[config.mk]
export PLATFORM = sky130hd
export DESIGN_NAME = serial_subtractor
export DESIGN_NICKNAME = d
export VERILOG_FILES = /design/src/rtl/serial_sub_pkg.sv /design/src/rtl/sub_digit.sv /design/src/rtl/serial_subtractor.sv
export SDC_FILE = /design/constraint.sdc
export NUM_CORES = 1
export LEC_CHECK = 0
export CORE_UTILIZATION = 45
export CTS_BUF_LIST = sky130_fd_sc_hd__clkbuf_4 sky130_fd_sc_hd__clkbuf_8
export CTS_CLUSTER_DIAMETER = 100
export DETAILED_ROUTE_END_ITERATION = 16
export HOLD_SLACK_MARGIN = 0.15
export PLACE_DENSITY = 0.72
export SLEW_MARGIN = 0
export SYNTH_ARGS = -nofsm -noshare
export SYNTH_HDL_FRONTEND = slang
export SYNTH_SLANG_ARGS = --single-unit
[constraint.sdc]
create_clock -name clk -period 2 [get_ports clk]
set_clock_uncertainty 0.15 [all_clocks]
set_input_delay 0.2 -clock clk [delete_from_list [all_inputs] [get_ports clk]]
set_output_delay 0.2 -clock clk [all_outputs]
set_load 0.005 [all_outputs]
[src/rtl/serial_sub_pkg.sv]
// serial_sub_pkg: shared types for the digit-serial subtractor
package serial_sub_pkg;
  typedef enum logic [1:0] {IDLE, BUSY, DONE} state_t;
endpackage

[src/rtl/sub_digit.sv]
// sub_digit: combinational DIGIT-bit borrow-ripple subtractor slice
module sub_digit #(
  parameter int DIGIT = 2
) (
  input  logic [DIGIT-1:0] a,
  input  logic [DIGIT-1:0] b,
  input  logic             bin,
  output logic [DIGIT-1:0] d,
  output logic             bout
);
  logic [DIGIT:0] c;
  assign c[0] = bin;
  for (genvar i = 0; i < DIGIT; i++) begin : g_fs
    assign d[i]   = a[i] ^ b[i] ^ c[i];
    assign c[i+1] = (~a[i] & (b[i] | c[i])) | (b[i] & c[i]);
  end
  assign bout = c[DIGIT];
endmodule

[src/rtl/serial_subtractor.sv]
// serial_subtractor: a - b - bin, DIGIT bits per clock, valid/ready on both sides;
// SERIAL_SUB_OVF_EN adds the signed-overflow output ovf
module serial_subtractor
  import serial_sub_pkg::*;
#(
  parameter int WIDTH = 8,
  parameter int DIGIT = 2
) (
  input  logic             clk,
  input  logic             rst,
  input  logic             in_valid,
  output logic             in_ready,
  input  logic [WIDTH-1:0] a,
  input  logic [WIDTH-1:0] b,
  input  logic             bin,
  output logic             out_valid,
  input  logic             out_ready,
  output logic [WIDTH-1:0] diff,
  output logic             bout
`ifdef SERIAL_SUB_OVF_EN
  , output logic           ovf
`endif
);
  localparam int NDIG = WIDTH / DIGIT;
  localparam int CW = NDIG > 1 ? $clog2(NDIG) : 1;
  if (DIGIT < 1 || WIDTH % DIGIT != 0) begin : g_bad
    $error("serial_subtractor: WIDTH must be a positive multiple of DIGIT");
  end
  state_t state, state_n;
  logic [CW-1:0] cnt;
  logic [WIDTH-1:0] a_q, b_q;
  logic brw, accept, last, bo;
  logic [DIGIT-1:0] d;
  // operands shift right each cycle so the shared slice always sees the current digit at the bottom
  sub_digit #(.DIGIT(DIGIT)) u_digit (
    .a(a_q[DIGIT-1:0]),
    .b(b_q[DIGIT-1:0]),
    .bin(brw),
    .d(d),
    .bout(bo)
  );
  always_comb begin
    in_ready = state == IDLE || (state == DONE && out_ready);
    accept   = in_valid && in_ready;
    last     = state == BUSY && cnt == CW'(NDIG - 1);
    state_n  = accept ? BUSY : last ? DONE : (state == DONE && out_ready) ? IDLE : state;
  end
  assign out_valid = state == DONE;
  always_ff @(posedge clk or posedge rst) begin
    if (rst) begin
      state <= IDLE;
      cnt   <= '0;
      brw   <= 1'b0;
      a_q   <= '0;
      b_q   <= '0;
      diff  <= '0;
      bout  <= 1'b0;
`ifdef SERIAL_SUB_OVF_EN
      ovf   <= 1'b0;
`endif
    end else begin
      state <= state_n;
      if (accept) begin
        a_q <= a;
        b_q <= b;
        brw <= bin;
        cnt <= '0;
      end else if (state == BUSY) begin
        a_q  <= a_q >> DIGIT;
        b_q  <= b_q >> DIGIT;
        brw  <= bo;
        cnt  <= cnt + 1'b1;
        diff <= WIDTH'({d, diff} >> DIGIT);
        if (last) begin
          bout <= bo;
`ifdef SERIAL_SUB_OVF_EN
          ovf  <= (a_q[DIGIT-1] ^ b_q[DIGIT-1]) & (d[DIGIT-1] ^ a_q[DIGIT-1]);
`endif
        end
      end
    end
  end
endmodule

==> results.toml <==
[outcome]
status = "finished, final reports clean"

[global_routing]
grt_first_pass_wirelength_um = 4020
antenna_found_initial = 0
grt_remaining_overflow = 0
grt_max_degree = 31
track_usage_pct = 16.2
grt_pass1_vias = 914

[timing]
hold-worst-slack_ns = 0.331
relSlewSlack_pct = 75.9
hold_viol = 0
fmax_mhz = 519
min_period_ns = 1.93
maxSlewViolCount = 0
worst-slew-pin-transition_ns = 0.362
tns_ns = 0
post-route-period-util_pct = 96.3
worst_slack_ns = 0.0743
setup-violations-final = 0

[synthesis]
avgSynthCellArea_um2 = 14.7
yosysUniqueCellTypes = 19
ys_seq_area_share_pct = 51.2
yosysWarnings = 0
syn-num-nets = 124
netlist_instances = 100
ys_seq_elements = 30
netlist_area_mm2 = 0.00147

[detailed_routing]
drt_iter0_markers = 10
postRouteAntennaNets = 0
drc = 0
wire_per_inst_um = 12.2
drt_pass1_iterations = 2
num_vias = 900
viasPerCell = 4.84
routed_wl_um = 2280

[placement]
place_congestion = 0.764
io_buffers = 31
dpl.hpwl_um = 1650
dp_slack_ns = 0.199

[power_and_ir_drop]
seqPwrFrac_pct = 54.9
comb_power_share_pct = 5.1
power.switching_uw = 221
power_uw = 1100
swShare_pct = 20.0
leakagePower_uw = 0.000927
pwr-share-clk_pct = 40.0
p_int_uw = 883
vdd_drop_max_mv = 0.459
powerDensity_mw_per_mm2 = 569

[layout]
area_growth_syn_to_layout_pct = 32.3
antenna_cells = 0
finish.net_count = 165
nFillCells = 255
utilization_pct = 63.0
drive_gt1_share_pct = 38.7

[die]
die_w_um = 59.1
ios = 32
coreArea_mm2 = 0.00308
start_util_pct = 47.6
dieArea_mm2 = 0.00349
num_rows = 20
fp.dieH_um = 59.1

[cts]
clk_latency_ns = 0.33
path_clk_slew_ns = 0.09
cts.sinks = 30
tritoncts = "yes"
htreeDepth = 2
cts-root-buf = "clkbuf_4"
cts_buffers = 5
clockBufferDepth = 2

[critical_path]
start_kind = "flop"
crit_type = "flop to output pin"
cp.required_ns = 1.65
crit_fanout = 4
worst_ep_arrival_time_ns = 1.58
end_kind = "output pin"

[run]
maxCapViolations = 0

[worst_hold_path]
hp-class = "primary input to flop"
[worst max-delay path, stage by stage, from the launching register on]
cell and delay [ns]:
dfrtp_1 0.42, inv_1 0.12, o21a_1 0.19, clkdlybuf4s50_1 0.52
[path summary, 6_finish.rpt]
kind                                        end  slack (ns)  cells past startpoint            startpoint
setup / recovery                       in_ready        0.07                      3  state[0]$_DFFE_PP0P_
hold / removal               b_q[5]$_DFFE_PP0P_        0.33                      2                  b[5]
setup reg to reg            diff[7]$_DFFE_PP0P_        0.21                      3    a_q[0]$_DFFE_PP0P_
hold reg to reg                bout$_DFFE_PP0P_        0.35                      2      bout$_DFFE_PP0P_
max in group asynchronous  state[1]$_DFFE_PP0P_        0.77                      4                   rst
min in group asynchronous    b_q[2]$_DFFE_PP0P_        0.64                      4                   rst
[per-layer routing]
| layer | share of wire [%] | vias up | global-route usage (%) |
|---|---|---|---|
| met5 | 0 | - | 0 |
| li1 | - | 426 | - |
| met1 | 44 | 440 | 18.2 |
| met4 | 1.5 | 0 | 7.82 |
| met3 | 5.0 | 7 | 6.77 |
| met2 | 50 | 27 | 26.6 |
[sequential cells by signal (all words and copies together), names as in the netlist]
register	count
a_q	8
b_q	8
diff	8
cnt	2
state	2
bout	1
brw	1
[power by group through the flow]
stage / clock network [µW] / logic, µW / registers [µW]
floorplan: 0 / 9.52 / 618
global route: 478 / 61.3 / 606
detailed placement: 0 / 55.9 / 618
global placement: 0 / 54.6 / 618
finish: 442 / 56.0 / 606
CTS: 455 / 57.5 / 606
[metrics by stage]
| stage | std cells | cell area [µm²] |
|---|---|---|
| after global routing | 186 | 1940 |
| after CTS | 184 | 1920 |
| after global placement | 175 | 1830 |
| final | 186 | 1940 |
| after detailed placement | 175 | 1830 |
| after floorplan | 100 | 1470 |
[repair_timing]
action,in CTS,in global routing
hold buffers,1,0
hold endpoints to repair,30,0
endpoints found under the setup margin,1,1
setup buffers,0,2
pin swaps,0,0
resized for setup,1,1
[logic make-up (layout without fill, tap and decap cells)]
| group | count (synthesis) | after routing | share of synthesized area [%] |
|---|---|---|---|
| muxes | 39 | 39 | 31.8 |
| DFF | 30 | 30 | 51.2 |
| and+or+nand+nor | 12 | 12 | 4.69 |
| buffers and inverters | 10 | 52 | 5.12 |
| AOI/OAI and AO/OA | 5 | 5 | 2.99 |
| adders and majority gates | 3 | 3 | 3.58 |
| xor gates and xnor gates | 1 | 1 | 0.597 |
[layout by cell type, fill, tap and decap left out, drive strengths merged]
cell           count
a21oi              2
buf                6
clkbuf             8
clkdlybuf4s50     31
dfrtp             30
dlygate4sd3        1
fa                 2
ha                 1
inv                6
mux2              37
mux2i              2
nand2              3
nand3b             1
nor2               3
nor2b              5
o211ai             1
o21a               1
o21ai              1
xnor2              1
[area by class of cell]
| cell class | instances | area [µm²] | share of cell area, % |
|---|---|---|---|
| flip-flops and latches | 30 | 752 | 38.8 |
| inverters | 6 | 22.5 | 1.16 |
| clock buffers | 8 | 78.8 | 4.06 |
| multi-input cells | 60 | 641 | 33.0 |
| repair buffers | 38 | 390 | 20.1 |
| well taps | 44 | 55.1 | 2.84 |
[cell usage after synthesis]
master | n | area, µm²
nand3b_1 | 1 | 7.51
nand2_1 | 3 | 11.3
o211ai_4 | 1 | 21.3
mux2_2 | 29 | 327
nor2_1 | 3 | 11.3
mux2i_1 | 2 | 20.0
o21ai_0 | 1 | 5.00
a21oi_1 | 2 | 10.0
nor2b_1 | 4 | 25.0
xnor2_1 | 1 | 8.76
o21a_1 | 1 | 7.51
nor2b_4 | 1 | 13.8
buf_6 | 2 | 22.5
mux2_4 | 8 | 120
inv_1 | 6 | 22.5
dfrtp_1 | 30 | 751
ha_1 | 1 | 12.5
fa_1 | 2 | 40.0
buf_8 | 2 | 30.0
Note: power is estimated with default switching activity, not from simulation.
